<file path="src/rtl/transaction_pkg.sv">
// Shared sizing constants and arbiter state type for the UUT port arbiter.
package transaction_pkg;

  localparam int unsigned REQUESTERS = 3;
  localparam int unsigned ADDR_WIDTH = 16;
  localparam int unsigned DATA_WIDTH = 16;
  localparam int unsigned RD_OUTST   = 4;
  localparam int unsigned ID_W       = $clog2(REQUESTERS);

  typedef enum logic [1:0] {
    ARB_IDLE,
    ARB_GNT_RD,
    ARB_GNT_WR
  } type_arb_state;

endpackage

</file>
<file path="src/rtl/arb_id_fifo.sv">
// Small FIFO holding the requester ID of every outstanding read, oldest at head.
module arb_id_fifo #(
  parameter int unsigned WIDTH = 2,
  parameter int unsigned DEPTH = 4
) (
  input  logic             clk,
  input  logic             reset_p,
  input  logic             push,
  input  logic [WIDTH-1:0] push_data,
  input  logic             pop,
  output logic [WIDTH-1:0] head,
  output logic             full,
  output logic             empty
);

  localparam int unsigned PTR_W = (DEPTH > 1) ? $clog2(DEPTH) : 1;
  localparam int unsigned CNT_W = $clog2(DEPTH + 1);

  logic [WIDTH-1:0] mem_q [DEPTH];
  logic [PTR_W-1:0] wr_ptr_q, rd_ptr_q;
  logic [CNT_W-1:0] count_q;
  logic             do_push, do_pop;

  function automatic logic [PTR_W-1:0] inc_ptr(input logic [PTR_W-1:0] p);
    return (p == PTR_W'(DEPTH - 1)) ? '0 : p + PTR_W'(1);
  endfunction

  assign empty   = (count_q == '0);
  assign full    = (count_q == CNT_W'(DEPTH));
  assign do_pop  = pop & ~empty;
  // A pop in the same cycle frees the slot, so a push while full is still legal.
  assign do_push = push & (~full | do_pop);
  assign head    = mem_q[rd_ptr_q];

  always_ff @(posedge clk or posedge reset_p) begin
    if (reset_p) begin
      for (int i = 0; i < int'(DEPTH); i++) mem_q[i] <= '0;
      wr_ptr_q <= '0;
      rd_ptr_q <= '0;
      count_q  <= '0;
    end else begin
      if (do_push) begin
        mem_q[wr_ptr_q] <= push_data;
        wr_ptr_q        <= inc_ptr(wr_ptr_q);
      end
      if (do_pop) rd_ptr_q <= inc_ptr(rd_ptr_q);
      case ({do_push, do_pop})
        2'b10:   count_q <= count_q + CNT_W'(1);
        2'b01:   count_q <= count_q - CNT_W'(1);
        default: ;
      endcase
    end
  end

endmodule

</file>
<file path="src/rtl/uut_port_arbiter.sv">
// Shares one UUT read/write port between several masters, one transfer per grant.
// Build option: define ARB_FIXED_PRIO_EN for fixed priority (requester 0 highest).
module uut_port_arbiter #(
  parameter int unsigned REQUESTERS = transaction_pkg::REQUESTERS,
  parameter int unsigned ADDR_WIDTH = transaction_pkg::ADDR_WIDTH,
  parameter int unsigned DATA_WIDTH = transaction_pkg::DATA_WIDTH,
  parameter int unsigned RD_OUTST   = transaction_pkg::RD_OUTST
) (
  input  logic                                  clk,
  input  logic                                  reset_p,
  input  logic [REQUESTERS-1:0][ADDR_WIDTH-1:0] s_r_addr,
  input  logic [REQUESTERS-1:0]                 s_r_avalid,
  output logic [REQUESTERS-1:0]                 s_r_aready,
  output logic [REQUESTERS-1:0]                 s_r_dvalid,
  output logic [REQUESTERS-1:0][DATA_WIDTH-1:0] s_r_data,
  input  logic [REQUESTERS-1:0][ADDR_WIDTH-1:0] s_w_addr,
  input  logic [REQUESTERS-1:0][DATA_WIDTH-1:0] s_w_data,
  input  logic [REQUESTERS-1:0]                 s_w_valid,
  output logic [REQUESTERS-1:0]                 s_w_ready,
  output logic [ADDR_WIDTH-1:0]                 m_r_addr,
  output logic                                  m_r_avalid,
  input  logic                                  m_r_aready,
  input  logic                                  m_r_dvalid,
  input  logic [DATA_WIDTH-1:0]                 m_r_data,
  output logic [ADDR_WIDTH-1:0]                 m_w_addr,
  output logic [DATA_WIDTH-1:0]                 m_w_data,
  output logic                                  m_w_valid,
  input  logic                                  m_w_ready,
  output logic [$clog2(REQUESTERS)-1:0]         grant_id,
  output logic                                  err_rsp
);

  localparam int unsigned ID_W = $clog2(REQUESTERS);
  import transaction_pkg::*;

  type_arb_state   state_q, state_d;
  logic [ID_W-1:0] grant_q, grant_d;
  logic [ID_W-1:0] ptr_q, ptr_d;
  logic [ID_W-1:0] winner;
  logic            found;
  logic [REQUESTERS-1:0] req;
  logic            err_q;
  logic            fifo_push, fifo_full, fifo_empty;
  logic [ID_W-1:0] fifo_head;
  int unsigned     idx;

  // Arbitration and state sequencing.
  always_comb begin
    state_d = state_q;
    grant_d = grant_q;
    ptr_d   = ptr_q;
    found   = 1'b0;
    winner  = grant_q;
    idx     = 0;
    req     = s_w_valid | (s_r_avalid & {REQUESTERS{~fifo_full}});
`ifdef ARB_FIXED_PRIO_EN
    for (int i = 0; i < int'(REQUESTERS); i++) begin
      if (req[i] && !found) begin
        found  = 1'b1;
        winner = ID_W'(i);
      end
    end
`else
    for (int k = 1; k <= int'(REQUESTERS); k++) begin
      idx = (int'(ptr_q) + k) % REQUESTERS;
      if (req[idx] && !found) begin
        found  = 1'b1;
        winner = ID_W'(idx);
      end
    end
`endif
    unique case (state_q)
      ARB_IDLE: begin
        if (found) begin
          grant_d = winner;
          state_d = s_w_valid[winner] ? ARB_GNT_WR : ARB_GNT_RD;
        end
      end
      ARB_GNT_WR: begin
        if (s_w_valid[grant_q] && m_w_ready) begin
          ptr_d   = grant_q;
          state_d = ARB_IDLE;
        end
      end
      ARB_GNT_RD: begin
        if (s_r_avalid[grant_q] && m_r_aready) begin
          ptr_d   = grant_q;
          state_d = ARB_IDLE;
        end
      end
      default: state_d = ARB_IDLE;
    endcase
  end

  // Port muxing towards the UUT and ready routing back to the granted master.
  always_comb begin
    m_w_addr   = s_w_addr[grant_q];
    m_w_data   = s_w_data[grant_q];
    m_w_valid  = 1'b0;
    s_w_ready  = '0;
    m_r_addr   = s_r_addr[grant_q];
    m_r_avalid = 1'b0;
    s_r_aready = '0;
    if (state_q == ARB_GNT_WR) begin
      m_w_valid          = s_w_valid[grant_q];
      s_w_ready[grant_q] = m_w_ready;
    end
    if (state_q == ARB_GNT_RD) begin
      m_r_avalid          = s_r_avalid[grant_q];
      s_r_aready[grant_q] = m_r_aready;
    end
  end

  // Responses go to the oldest outstanding reader in the same cycle.
  always_comb begin
    s_r_dvalid = '0;
    if (m_r_dvalid && !fifo_empty) s_r_dvalid[fifo_head] = 1'b1;
  end

  assign s_r_data  = {REQUESTERS{m_r_data}};
  assign fifo_push = m_r_avalid & m_r_aready;
  assign grant_id  = grant_q;
  assign err_rsp   = err_q;

  always_ff @(posedge clk or posedge reset_p) begin
    if (reset_p) begin
      state_q <= ARB_IDLE;
      grant_q <= '0;
      ptr_q   <= ID_W'(REQUESTERS - 1);
      err_q   <= 1'b0;
    end else begin
      state_q <= state_d;
      grant_q <= grant_d;
      ptr_q   <= ptr_d;
      err_q   <= err_q | (m_r_dvalid & fifo_empty);
    end
  end

  arb_id_fifo #(
    .WIDTH (ID_W),
    .DEPTH (RD_OUTST)
  ) u_id_fifo (
    .clk       (clk),
    .reset_p   (reset_p),
    .push      (fifo_push),
    .push_data (grant_q),
    .pop       (m_r_dvalid),
    .head      (fifo_head),
    .full      (fifo_full),
    .empty     (fifo_empty)
  );

endmodule

</file>
<file path="config.mk">
export PLATFORM = sky130hd
export DESIGN_NAME = uut_port_arbiter
export DESIGN_NICKNAME = d
export VERILOG_FILES = /design/src/rtl/transaction_pkg.sv /design/src/rtl/arb_id_fifo.sv /design/src/rtl/uut_port_arbiter.sv
export SDC_FILE = /design/constraint.sdc
export NUM_CORES = 1
export LEC_CHECK = 0
export ABC_CLOCK_PERIOD_IN_PS = 3100
export BUFFER_PORTS_ARGS = -buffer_cell sky130_fd_sc_hd__buf_2
export CAP_MARGIN = 20
export CORE_AREA = 2 2 108 110
export CTS_BUF_LIST = sky130_fd_sc_hd__clkbuf_4
export DETAILED_ROUTE_END_ITERATION = 10
export DIE_AREA = 0 0 110 112
export GPL_TIMING_DRIVEN = 0
export PLACE_DENSITY = 0.62
export SKIP_LAST_GASP = 1
export SYNTH_ARGS = -nofsm -noshare
export SYNTH_HDL_FRONTEND = slang
export SYNTH_SLANG_ARGS = --single-unit
</file>
<file path="constraint.sdc">
create_clock -name clk -period 3.1 [get_ports clk]
set_clock_uncertainty 0.05 [all_clocks]
set_input_delay 0.31 -clock clk [delete_from_list [all_inputs] [get_ports clk]]
set_output_delay 0.31 -clock clk [all_outputs]
set_load 0.03 [all_outputs]
</file>
* After elaboration in Yosys (flattened, before gate mapping)
Cells that the tools add are included.
** Word-level totals
- Input bits :: 171
- Bits in registers :: 22
** Operators by class
- Order comparisons :: 11
- Equality and inequality tests :: 10
- Add/sub/neg operators :: 7
- Bitwise operators :: 14
- Divide/modulo/power cells :: 3
- Reduce and logical (&&, ||, !) cells :: 18
- Mux-type cells :: 50
** Operators with widths (number)
- 16-bit binary-select mux with 2-bit select :: 3
- 32-bit by 3-bit less-than comparator with 1-bit output (second input constant) :: 3
- 32-bit by 2-bit remainder unit with 32-bit output (second input constant) :: 3
- 16-bit two-way mux :: 3
- 2-bit two-way mux :: 14
- 1-bit two-way mux :: 13
- 1-bit binary-select mux with 2-bit select :: 6
- 3-bit bitwise AND :: 3
- 2-bit by 3-bit less-than comparator with 1-bit output (second input constant) :: 3
- 3-bit two-way mux :: 3
- 8-bit bitwise mux :: 1
- 2-bit equality test (second input constant) :: 4
- 1-bit logical AND :: 8
- 2-bit by 2-bit adder with 3-bit output (second input constant) :: 2
- 3-bit >= comparator (second input constant) :: 2
- 2-bit != test (second input constant) :: 3
- 2-bit inverter with 3-bit output :: 2
- 2-bit one-hot mux with 3 select lines :: 1
- 3-bit one-hot mux with 2 select lines :: 1
- 3-bit AND reduction :: 2
- 2-bit by 1-bit adder with 2-bit output (second input constant) :: 2
- 1-bit bitwise AND :: 4
- 2-bit binary-select mux with 2-bit select :: 1
- 1-bit demux with 2-bit select :: 2
- 17 further kinds :: 24

* Longest topological paths before layout
Gate-level depths: netlist (run 1).
- Depth in word-level cells :: 18
- Gate-level depth with buffers :: 10
- Mapped depth without buffers :: 9

* Modules after synthesis
A second synthesis (run 1) with hierarchy kept.
** Unflattened totals
- Cells, all modules :: 389
- Area, all modules :: 2995.4 um2
** By module, submodules not included
- uut_port_arbiter :: cells an instance 326, area each 2190.9 um2, times used 1
- arb_id_fifo :: cells an instance 63, area each 804.5 um2, times used 1

* Worst setup path before layout (run 1)
Ideal clock, no wire load.
- Path type :: register to output
- Start point :: reg grant_q[0] (netlist: grant_id[0])
- End point :: out m_r_addr[0]
- Cell stages (with the launch flop) :: 5
- Buffers on the path :: 2
- Setup slack :: 0.496 ns
- Data arrival time :: 2.244 ns
- Path through :: dfrtp_1 buf_1 buf_1 mux2i_1 o21ai_0
** Between the ends
- Longest elaborated chain between the ends :: 2
** Ends and longest elaborated chain
- from (decl) :: RTL line uut_port_arbiter.sv:37 : logic [ID_W-1:0] grant_q, grant_d;
- from (signal assigned) :: RTL line uut_port_arbiter.sv:133 : grant_q <= grant_d;
- 16-bit binary-select mux with 2-bit select :: RTL line uut_port_arbiter.sv:101 : m_r_addr = s_r_addr[grant_q];
- 16-bit two-way mux (not written as such) :: RTL line uut_port_arbiter.sv:101
- to (decl) :: RTL line uut_port_arbiter.sv:20 : output logic [ADDR_WIDTH-1:0] m_r_addr,
No other way between the ends. The select of a mux whose other input is x is not followed.

* Worst setup path in the final report (run 1)
- Start point :: reg ptr_q[0]
- End point :: reg state_q[1]
** Between the ends
- Longest elaborated chain between the ends :: 16
- Elaborated cells on any way between the ends :: 29
- Those cells by class :: 3 x add/sub; 3 x div; 1 x eq/ne; 17 x mux; 5 x reduce/logical
** Ends and longest elaborated chain
- from (decl) :: RTL line uut_port_arbiter.sv:38 : logic [ID_W-1:0] ptr_q, ptr_d;
- from (signal assigned) :: RTL line uut_port_arbiter.sv:129 : ptr_q <= ID_W'(REQUESTERS - 1);
- from (signal assigned) :: RTL line uut_port_arbiter.sv:134 : ptr_q <= ptr_d;
- 2-bit by 1-bit adder with 3-bit output :: RTL line uut_port_arbiter.sv:65 : idx = (int'(ptr_q) + k) % REQUESTERS;
- 32-bit by 2-bit remainder unit with 32-bit output :: RTL line uut_port_arbiter.sv:65
- 1-bit binary-select mux with 2-bit select :: RTL line uut_port_arbiter.sv:66 : if (req[idx] && !found) begin
- 1-bit two-way mux (not written as such) :: RTL line uut_port_arbiter.sv:66
- 1-bit two-way mux :: RTL line uut_port_arbiter.sv:66
- 1-bit logical NOT :: RTL line uut_port_arbiter.sv:66
- 1-bit logical AND :: RTL line uut_port_arbiter.sv:66
- 1-bit two-way mux :: RTL line uut_port_arbiter.sv:66
- 1-bit logical NOT :: RTL line uut_port_arbiter.sv:66
- 1-bit logical AND :: RTL line uut_port_arbiter.sv:66
- 2-bit two-way mux :: RTL line uut_port_arbiter.sv:66
- 1-bit binary-select mux with 2-bit select :: RTL line uut_port_arbiter.sv:76 : state_d = s_w_valid[winner] ? ARB_GNT_WR : ARB_GNT_RD;
- 1-bit two-way mux (not written as such) :: RTL line uut_port_arbiter.sv:76
- 2-bit two-way mux :: RTL line uut_port_arbiter.sv:76
- 2-bit two-way mux :: RTL line uut_port_arbiter.sv:74 : if (found) begin
- 2-bit one-hot mux with 3 select lines :: RTL line uut_port_arbiter.sv:72 : unique case (state_q)
- to (signal assigned) :: RTL line uut_port_arbiter.sv:132 : state_q <= state_d;
- to (decl) :: RTL line uut_port_arbiter.sv:36 : type_arb_state state_q, state_d;
Several ways; a longest one is shown, not always the timed one. The select of a mux whose other input is x is not followed.
A chain may end at the register's enable or synchronous reset.

==> flow_summary_export.csv, run 1 <==
group,metric,value,unit
clocking,cts_buffers,3,
final_layout,area_delta_synth_final,53.8,%
setup_path,end_kind,"flip-flop",
logic_synthesis,avgSynthCellArea,7.57,um^2
power,power-per-cell-area,887,mW/mm^2
die,pin_count,281,
placement,place_hpwl,10.6,mm
logic_synthesis,synth_top_area_share,18.1,%
logic_synthesis,yosysSeqAreaShare,19.0,%
power,p_int,0.00165,W
drt,wl_per_cell,15.6,um
grt,grt_antenna_before_repair,2,
drt,drtIter0Drc,173,
grt,grt_pass1_wl,18.6,mm
grt,overflow,0,
final_layout,nNetsFinal,832,
logic_synthesis,synthTopCellsByArea,"dfrtp_1 (18%), mux2i_1 (18%), buf_4 (12%), o21ai_0 (11%), nand2_1 (8.9%)",
drt,wl,12.4,mm
logic_synthesis,synthFlopType,"dfrtp_1",
logic_synthesis,synth_area,0.00290,mm^2
placement,gp_congestion,0.892,
sta,setup_slack,0.243,ns
grt,grt_max_degree,23,
logic_synthesis,ys_types,52,
setup_path,cp_slowest_cell,"ha_1",
die,die_y,112,um
logic_synthesis,synth.ff_latch_count,22,
power,p_sw_share,58.2,%
clocking,ctsHoldBuffers,0,
grt,grt.total_usage,19.2,%
logic_synthesis,yosysWarnings,0,
final_layout,drive_gt1_share,51.8,%
drt,postRouteAntennaNets,0,
setup_path,startpoint_type,"flip-flop",
drt,drtPass1Iterations,4,
power,clkPwrFrac,5.6,%
sta,min_period_over_period,92.2,%
final_layout,layout_commonest_cell,"buf_2",
setup_path,critPathKind,"flip-flop to flip-flop",
sta,finalSetupViolCount,0,
setup_path,cp_max_fo,10,
sta,relSlewSlack,45.2,%
setup_path,required,3.32,ns
power,p_comb_share,80.6,%
power,p_switching,0.00230,W
sta,setup_tns,0,ns
die,row_count,39,
placement,place_ws,0.0634,ns
power,ir_drop,443,uV
drt,routed_via_density,4.62,
clocking,cts_buffer_depth,2,
logic_synthesis,synth-async-reset-ratio,100,%
sta,fin_worst_hold_slack,0.0755,ns
clocking,post-cts-setup-buffer-count,0,
die,coreArea,0.0112,mm^2
power,pwr-share-seq,13.8,%
drt,drc_errors,0,
clocking,tritoncts,"built",
clocking,root_buffer,"clkbuf_4",
drt,via_count,3675,
sta,slew_viol_final,0,
sta,worst_pin_slew,0.821,ns
run,drv_cap,0,
sta,max_freq,350,MHz
setup_path,max_stage_delay,0.47,ns
clocking,cts_resized,4,
setup_path,worstPathCellList,"inv_1 > ha_1 > mux2_2 > a221o_1 > nand2b_1 > a32oi_1 > o31ai_2 > mux2i_1 > a22o_1",
grt,grt_pass1_vias,3613,
die,start_util,26.0,%
die,die_w,110,um
die,die-area,0.0123,mm^2
sta,hold_viol,0,
run_status,status,"complete, no violations",
logic_synthesis,postSynthCellCount,383,
setup_path,r2r_cells,9,
sta,min_period,2.86,ns
placement,port_buffers,264,
logic_synthesis,synth-edff-count,0,
clocking,cts_sinks,22,
clocking,h-tree-depth,1,
power,p_leak,2.39,nW
setup_path,cp.arrival,3.07,ns
logic_synthesis,yosysTopAreaCell,"dfrtp_1",
final_layout,final_cell_mix,"buf_2 (267), nand2_1 (69), o21ai_0 (61)",
power,power,0.00396,W
sta,rsz0062_at_grt,"false",
clocking,clock_latency,0.31,ns
clocking,path_clk_slew,0.14,ns
logic_synthesis,synth_nets,564,
hold_path,worstHoldPathType,"input pin to asynchronous set/reset pin",
[synthesized netlist by cell type (2+ instances only)]
library cell  number
buf_1              6
and3_1             2
nor2b_1            8
nor2_1            13
nor3_1             6
nor3b_1            3
a2111oi_0          2
inv_1             14
o21ai_0           61
clkbuf_1          15
mux4_2             2
or2_2              2
a31oi_1            2
nand2b_1           3
a21o_1             2
buf_4             48
mux2i_1           51
dfrtp_1           21
a21oi_1            2
ha_1               9
or4b_1             2
and2_1             2
mux2_2             7
a311o_1            2
nand2_1           69
o31a_1             2
a211o_1            2
[critical path, delay by kind of cell (launching register included)]
| kind | cells | cell delay, ns |
|---|---|---|
| compound gates | 4 | 0.90 |
| mux | 2 | 0.68 |
| fa+ha+maj | 1 | 0.47 |
| flops | 1 | 0.41 |
| simple gates | 1 | 0.19 |
| buf+inv | 1 | 0.09 |
[flip-flops by register name (all words and copies together), names as in the netlist]
| signal | count |
|---|---|
| err_rsp | 1 |
| grant_id | 2 |
| ptr_q | 2 |
| state_q | 2 |
| u_id_fifo.count_q | 3 |
| u_id_fifo.mem_q | 8 |
| u_id_fifo.rd_ptr_q | 2 |
| u_id_fifo.wr_ptr_q | 2 |
[worst paths after layout]
kind | start | endpoint | slack (ns)
setup / recovery | ptr_q[0] | state_q[1] | 0.24
hold / removal | reset_p | err_rsp | 0.08
setup reg to reg | ptr_q[0] | state_q[1] | 0.24
hold reg to reg | err_rsp | err_rsp | 0.42
max in group asynchronous | reset_p | grant_id[1] | 2.37
min in group clk | m_r_dvalid | err_rsp | 0.18
[routing by layer]
metal	routed length, um	global-route usage, %	vias to the layer above
met1	5140	25.9	1696
met4	38	2.19	0
met3	1150	3.63	4
met2	6090	32.6	156
li1	-	-	1819
met5	0	0	-
[power by group through the flow]
stage          Sequential (W)  Combinational [W]  Clock, W
2_1_floorplan        0.000538            0.00227         0
3_3_place_gp         0.000545            0.00314         0
3_5_place_dp         0.000552            0.00319         0
4_1_cts              0.000545            0.00321  0.000227
5_1_grt              0.000571            0.00347  0.000245
6_report             0.000545            0.00319  0.000223
[logic make-up after synthesis]
kind of cell / share of synthesized area (%)
compound gates: 18.5
simple gates: 18.3
flops: 19.0
fa+ha+maj: 4.57
xor+xnor: 0.604
mux: 21.9
buf+inv: 17.1
[final cells by class]
type,instances,area (um^2)
diodes,2,5.00
plain buffers,69,447
clock buffers,3,22.5
clock inverters,1,30.0
fillers,1206,6710
inverters,14,52.6
multi-input cells,277,1850
flip-flops and latches,22,553
well taps,143,179
repair buffers,264,1320
[per-stage QoR]
step,std cells,area [um^2],util (%)
after global routing,793,4460,39.9
after detailed placement,790,4400,39.4
after global placement,790,4400,39.4
after floorplan,383,2900,-
after CTS,794,4460,39.9
final,795,4460,39.9
Power figures use the tool's default switching activity.
==> run 2: changes to the inputs <==
--- a/config.mk
+++ b/config.mk
@@ -5,16 +5,18 @@
 export SDC_FILE = /design/constraint.sdc
 export NUM_CORES = 1
 export LEC_CHECK = 0
+export ABC_AREA = 1
 export ABC_CLOCK_PERIOD_IN_PS = 3100
 export BUFFER_PORTS_ARGS = -buffer_cell sky130_fd_sc_hd__buf_2
 export CAP_MARGIN = 20
-export CORE_AREA = 2 2 108 110
+export CORE_AREA = 2 2 109 111
 export CTS_BUF_LIST = sky130_fd_sc_hd__clkbuf_4
 export DETAILED_ROUTE_END_ITERATION = 10
-export DIE_AREA = 0 0 110 112
+export DIE_AREA = 0 0 111 113
 export GPL_TIMING_DRIVEN = 0
 export PLACE_DENSITY = 0.62
 export SKIP_LAST_GASP = 1
 export SYNTH_ARGS = -nofsm -noshare
 export SYNTH_HDL_FRONTEND = slang
+export SYNTH_HIERARCHICAL = 1
 export SYNTH_SLANG_ARGS = --single-unit
==> run 2 against run 1 <==
  * Clock-buffer cell count grew 1
  * Sequential power is essentially flat
  * Combinational power grew 14%
  * Critical path depth shrank 3
  * Sequential cell count is the same
  * Power grew 9.4%
  * Critical path type is now flip-flop to output pin
==> flow_summary_export.csv, run 2 <==
group,metric,value,unit
clocking,cts_resized,0,
grt,use_met3,6.21,%
run,drv_cap,0,
logic_synthesis,synth-edff-count,0,
drt,drtPass1Iterations,4,
grt,grt_antenna_before_repair,4,
die,die_w,111,um
final_layout,reg.largest.list,"u_id_fifo/mem_q (8), u_id_fifo/count_q (3)",
setup_path,critPathKind,"flip-flop to output pin",
die,die_y,113,um
sta,worst_pin_slew,0.625,ns
grt,grt_max_degree,16,
final_layout,largest_reg_flops,8,
clocking,clock_latency,0.31,ns
logic_synthesis,synth_nets,673,
logic_synthesis,ys_types,36,
logic_synthesis,synthFlopType,"dfrtp_1",
run_status,status,"complete, no violations",
clocking,cts_buffer_depth,2,
sta,min_period_over_period,89.2,%
placement,port_buffers,264,
logic_synthesis,yosysSeqAreaShare,18.7,%
clocking,tritoncts,"built",
die,row_count,39,
grt,grtUsageMet1,24.1,%
power,p_leak,2.69,nW
die,pin_count,281,
power,pwr-share-seq,12.7,%
grt,grt.total_usage,20.1,%
logic_synthesis,synthTopCellsByArea,"nand3_1 (20%), nand2_1 (20%), dfrtp_1 (18%), buf_4 (12%), ha_1 (4.2%)",
final_layout,design_area,0.00450,mm^2
placement,dpl-instance-area,0.00445,mm^2
logic_synthesis,yosysMostFrequentCell,"nand2_1",
clocking,h-tree-depth,1,
drt,drc_errors,0,
power,power,0.00433,W
clocking,path_clk_slew,0.13,ns
power,p_comb_share,83.9,%
clocking,root_buffer,"clkbuf_4",
drt,wl,13.5,mm
logic_synthesis,postSynthCellCount,491,
grt,use_met2,36.5,%
sta,relSlewSlack,58.3,%
sta,rsz0062_at_grt,"false",
placement,gp_congestion,0.941,
setup_path,startpoint_type,"flip-flop",
logic_synthesis,yosys-top-cells-count,"nand2_1 (158), nand3_1 (119), buf_4 (48)",
final_layout,layout_commonest_cell,"buf_2",
grt,grt.busiest_layer,"met2",
sta,min_period,2.76,ns
clocking,cts_sinks,22,
die,start_util,26.2,%
setup_path,cp_max_fo,10,
final_layout,regMostFlops,"u_id_fifo/mem_q",
final_layout,area_delta_synth_final,52.5,%
placement,place_hpwl,11.6,mm
power,power-per-cell-area,962,mW/mm^2
grt,overflow,0,
logic_synthesis,synth_top_area_share,20.2,%
drt,wl_per_cell,14.9,um
grt,grt_pass1_vias,3906,
power,p_sw_share,64.1,%
sta,setup_tns,0,ns
final_layout,final_cell_mix,"buf_2 (269), nand2_1 (158), nand3_1 (119)",
drt,drtIter0Drc,235,
hold_path,worstHoldPathType,"input pin to flip-flop",
setup_path,end_kind,"output pin",
clocking,ctsHoldBuffers,1,
drt,postRouteAntennaNets,0,
power,clkPwrFrac,3.4,%
die,coreArea,0.0113,mm^2
sta,finalSetupViolCount,0,
setup_path,cp.arrival,2.40,ns
power,p_int,0.00155,W
drt,routed_via_density,4.52,
logic_synthesis,yosysWarnings,6,
logic_synthesis,synth.ff_latch_count,22,
clocking,cts_buffers,3,
power,p_switching,0.00277,W
final_layout,nNetsFinal,943,
clocking,post-cts-setup-buffer-count,0,
logic_synthesis,synth-async-reset-ratio,100,%
drt,via_count,4093,
power,ir_drop,536,uV
logic_synthesis,synth_area,0.00295,mm^2
sta,slew_viol_final,0,
final_layout,final_core_utilization,39.9,%
logic_synthesis,yosysTopAreaCell,"nand3_1",
die,die-area,0.0125,mm^2
setup_path,required,2.74,ns
final_layout,drive_gt1_share,47.4,%
sta,hold_viol,0,
sta,max_freq,362,MHz
grt,grt_pass1_wl,20.3,mm
logic_synthesis,avgSynthCellArea,6.01,um^2
run 2: changes by cell type in the layout (fill, tap and decap cells not counted), sizes merged, moves of 7 or more:
| cell | change |
|---|---|
| nand3 | +121 |
| nand2 | +101 |
| mux2i | -51 |
| o21ai | -48 |
| inv | +25 |
| nand4 | +8 |
| nor2b | -8 |
| mux2 | -7 |
run 2: kinds of logic (layout without fill, tap and decap cells):
logic type / count (synthesis) / count (layout) / share of synthesized area, %
XOR/XNOR: 2 / 2 / 0.594
buffers and inverters: 111 / 380 / 21.0
other: 0 / 3 / 0
AND/OR/NAND/NOR: 323 / 323 / 49.9
flip-flops: 22 / 22 / 18.7
adder cells (fa/ha/maj): 11 / 11 / 4.92
AO/OA/AOI/OAI: 22 / 22 / 4.88
run 2: path summary, 6_finish.rpt:
| kind | from | to | slack (ns) | cells after the start |
|---|---|---|---|---|
| setup reg to reg | grant_id[0] | u_id_fifo/count_q[1] | 0.49 | 13 |
| hold / removal | m_r_dvalid | err_rsp | 0.19 | 2 |
| min in group asynchronous | reset_p | err_rsp | 0.43 | 3 |
| max in group asynchronous | reset_p | u_id_fifo/wr_ptr_q[0] | 2.06 | 3 |
| setup / recovery | grant_id[1] | m_r_addr[12] | 0.34 | 6 |
| hold reg to reg | err_rsp | err_rsp | 0.42 | 1 |
run 2: layer usage:
metal  vias to the layer above  part of all wire (%)  wire length (um)
li1                       2090                     -                 -
met1                      1825                    39              5290
met2                       163                    50              6740
met3                        13                   9.2              1240
met4                         2                   1.3               176
met5                         -                 0.097                13
run 2: worst max-delay path, stage by stage (launching register included):
cell      delay, ns
dfrtp_1        0.54
inv_2          0.20
clkbuf_1       0.50
clkbuf_1       0.40
nand3_1        0.14
nand3_1        0.11
buf_2          0.20
run 2: layout make-up:
class	count	area [um^2]
multi-input cells	358	1780
diodes	3	7.51
repair buffers	265	1330
well taps	143	179
clock buffers	4	30.0
inverters	40	153
plain buffers	71	468
flip-flops and latches	22	552
fillers	1254	6770
run 2: stage by stage:
step                      std cells  worst slack, ns  hold slack [ns]
after floorplan                 491            0.615           0.0627
after global placement          898            0.511            0.231
after detailed placement        898            0.470            0.233
after CTS                       903            0.314            0.183
after global routing            905            0.156            0.203
final                           906            0.336            0.191
run 2: power by group through the flow:
| stage | combinational, W | sequential (W) | clock, W |
|---|---|---|---|
| 2_1_floorplan | 0.00257 | 0.000546 | 0 |
| 3_3_place_gp | 0.00365 | 0.000555 | 0 |
| 3_5_place_dp | 0.00365 | 0.000552 | 0 |
| 4_1_cts | 0.00366 | 0.000547 | 0.000153 |
| 5_1_grt | 0.00401 | 0.000566 | 0.000165 |
| 6_report | 0.00363 | 0.000548 | 0.000148 |
==> run 3: changes to the inputs <==
--- a/config.mk
+++ b/config.mk
@@ -5,16 +5,15 @@
 export SDC_FILE = /design/constraint.sdc
 export NUM_CORES = 1
 export LEC_CHECK = 0
-export ABC_AREA = 1
 export ABC_CLOCK_PERIOD_IN_PS = 3100
 export BUFFER_PORTS_ARGS = -buffer_cell sky130_fd_sc_hd__buf_2
 export CAP_MARGIN = 20
-export CORE_AREA = 2 2 109 111
+export CORE_AREA = 2 2 108 110
 export CTS_BUF_LIST = sky130_fd_sc_hd__clkbuf_4
 export DETAILED_ROUTE_END_ITERATION = 10
-export DIE_AREA = 0 0 111 113
+export DIE_AREA = 0 0 110 112
 export GPL_TIMING_DRIVEN = 0
-export PLACE_DENSITY = 0.62
+export PLACE_DENSITY = 0.63
 export SKIP_LAST_GASP = 1
 export SYNTH_ARGS = -nofsm -noshare
 export SYNTH_HDL_FRONTEND = slang
==> run 3 against run 2 <==
  * Synthesized cell count decreased by 21%
  * Maximum frequency decreased by 4.0%
  * Sequential cell count unchanged
==> flow_summary_export.csv, run 3 <==
group,metric,value,unit
sta,worst_pin_slew,0.584,ns
die,row_count,39,
logic_synthesis,avgSynthCellArea,7.70,um^2
logic_synthesis,yosysWarnings,6,
logic_synthesis,synthFlopType,"dfrtp_1",
clocking,h-tree-depth,1,
sta,min_period,2.88,ns
drt,wl,12.0,mm
clocking,cts_buffers,3,
setup_path,critPathKind,"flip-flop to flip-flop",
final_layout,final_cell_mix,"buf_2 (268), nand2_1 (67), o21ai_0 (53)",
placement,gp_congestion,0.898,
grt,grt_antenna_before_repair,0,
sta,rsz0062_at_grt,"false",
setup_path,max_stage_delay,0.46,ns
sta,slew_viol_final,0,
logic_synthesis,ys_types,52,
placement,place_hpwl,10.6,mm
grt,grt_pass1_wl,17.9,mm
logic_synthesis,synth_area,0.00300,mm^2
final_layout,nFillCells,1178,
clocking,tritoncts,"built",
final_layout,largest_reg_flops,8,
drt,routed_via_density,4.69,
hold_path,holdPathStages,2,
placement,dpl.cell_count,795,
sta,max_freq,347,MHz
die,coreArea,0.0112,mm^2
sta,setup_slack,0.221,ns
logic_synthesis,synth-async-reset-ratio,100,%
setup_path,critPathTopFamily,"buffers and inverters",
power,power-per-cell-area,906,mW/mm^2
setup_path,cp.depth,12,
die,die_w,110,um
final_layout,final_core_utilization,40.6,%
drt,drtIter0Drc,162,
die,start_util,26.8,%
clocking,cts_sinks,22,
setup_path,cp_slowest_cell,"dfrtp_1",
clocking,clock_latency,0.29,ns
placement,dpl-instance-area,0.00449,mm^2
final_layout,area_delta_synth_final,51.5,%
logic_synthesis,yosysTopAreaCell,"dfrtp_1",
clocking,root_buffer,"clkbuf_4",
drt,wl_per_cell,15.0,um
die,die_y,112,um
final_layout,layout_commonest_cell,"buf_2",
power,ir_drop,362,uV
die,die-area,0.0123,mm^2
final_layout,diodes,0,
final_layout,nNetsFinal,840,
grt,grt_max_degree,16,
run_status,status,"complete, no violations",
logic_synthesis,synth.ff_latch_count,22,
clocking,post-cts-setup-buffer-count,0,
final_layout,multi_input_area,0.00194,mm^2
sta,relSlewSlack,61.0,%
run,drv_cap,0,
logic_synthesis,synth-edff-count,0,
drt,drc_errors,0,
sta,hold_viol,0,
setup_path,worstPathCellList,"clkbuf_1 > clkbuf_2 > o22ai_1 > nand2_1 > nor2_2 > nand2b_2 > ha_1 > inv_1 > fa_1 > xor2_1 > nor2_1 > xor2_1",
placement,port_buffers,263,
power,p_leak,2.53,nW
setup_path,cp_max_fo,10,
setup_path,cp.arrival,3.04,ns
logic_synthesis,synth_nets,571,
setup_path,critPathMostFrequentCell,"xor2_1",
power,power,0.00411,W
sta,finalSetupViolCount,0,
final_layout,regMostFlops,"u_id_fifo/mem_q",
setup_path,required,3.26,ns
hold_path,worstHoldPathType,"input pin to flip-flop",
final_layout,reg.largest.list,"u_id_fifo/mem_q (8), u_id_fifo/count_q (3)",
grt,overflow,0,
setup_path,crit_buf_inv,3,
setup_path,r2r_cells,12,
logic_synthesis,yosysSeqAreaShare,18.4,%
logic_synthesis,synthTopCellsByArea,"dfrtp_1 (18%), mux2i_1 (17%), buf_4 (12%), o21ai_0 (8.9%), nand2_1 (8.4%)",
logic_synthesis,postSynthCellCount,389,
logic_synthesis,synth_top_area_share,17.5,%
logic_synthesis,yosys-top-cells-count,"nand2_1 (67), o21ai_0 (53), mux2i_1 (51)",
final_layout,fin_cells,800,
final_layout,seqCellArea,553,um^2
drt,drtPass1Iterations,4,
setup_path,startpoint_type,"flip-flop",
final_layout,design_area,0.00454,mm^2
grt,grt.total_usage,18.3,%
die,pin_count,281,
clocking,cts_buffer_depth,2,
setup_path,end_kind,"flip-flop",
drt,via_count,3754,
logic_synthesis,yosysMostFrequentCell,"nand2_1",
sta,min_period_over_period,92.9,%
drt,postRouteAntennaNets,0,
final_layout,drive_gt1_share,53.3,%
grt,grt_pass1_vias,3712,
placement,place_ws,-0.0890,ns
clocking,path_clk_slew,0.11,ns
==> run 3: logic make-up after synthesis <==
kind of cell | share of synthesized area [%]
simple gates | 18.9
mux | 23.1
compound gates | 16.9
buf+inv | 17.0
fa+ha+maj | 4.85
xor+xnor | 0.877
flops | 18.4
==> run 3: timing repair <==
action                     4_1_cts  5_1_grt
resized for setup                5        2
pin swaps                        0        0
hold buffers                     1        0
hold endpoints to repair         6        0
setup endpoints to repair       26       21
==> run 3: cell type report <==
class | count | area share, %
sequential | 22 | 12.2
clock buffer | 3 | 0.496
buffer | 68 | 10.0
clock inverter | 1 | 0.0827
timing repair buffer | 264 | 29.2
multi-input combinational | 283 | 42.7
tap | 143 | 3.94
inverter | 16 | 1.32
==> run 3: where the power goes <==
group	total [W]	switching (W)	internal, W
Combinational	0.00341	0.00218	0.00123
Sequential	0.000575	0.000147	0.000428
Clock	0.000124	0.0000771	0.0000468
==> run 3: metal layers <==
| layer | share of wire, % | vias up | GRT usage (%) | routed length, um |
|---|---|---|---|---|
| met2 | 52 | 156 | 34.4 | 6270 |
| li1 | - | 1840 | - | - |
| met5 | 0 | - | 0 | 0 |
| met4 | 1.8 | 0 | 4.39 | 214 |
| met3 | 7.4 | 18 | 2.46 | 892 |
| met1 | 39 | 1740 | 21.4 | 4640 |
==> run 3: stage by stage <==
step           TNS, ns  hold WS [ns]
6_report             0         0.250
3_5_place_dp    -0.143         0.218
3_3_place_gp    -0.119         0.209
5_1_grt              0         0.234
2_1_floorplan        0        0.0627
4_1_cts              0         0.239
==> run 3: final timing paths <==
path | start | to | slack (ns)
worst max-delay path | grant_id[0] | u_id_fifo/count_q[2] | 0.22
worst min-delay path | m_r_dvalid | err_rsp | 0.25
worst max register to register | grant_id[0] | u_id_fifo/count_q[2] | 0.22
worst min register to register | err_rsp | err_rsp | 0.42
max in group asynchronous | reset_p | u_id_fifo/wr_ptr_q[1] | 2.06
min in group asynchronous | reset_p | err_rsp | 0.43
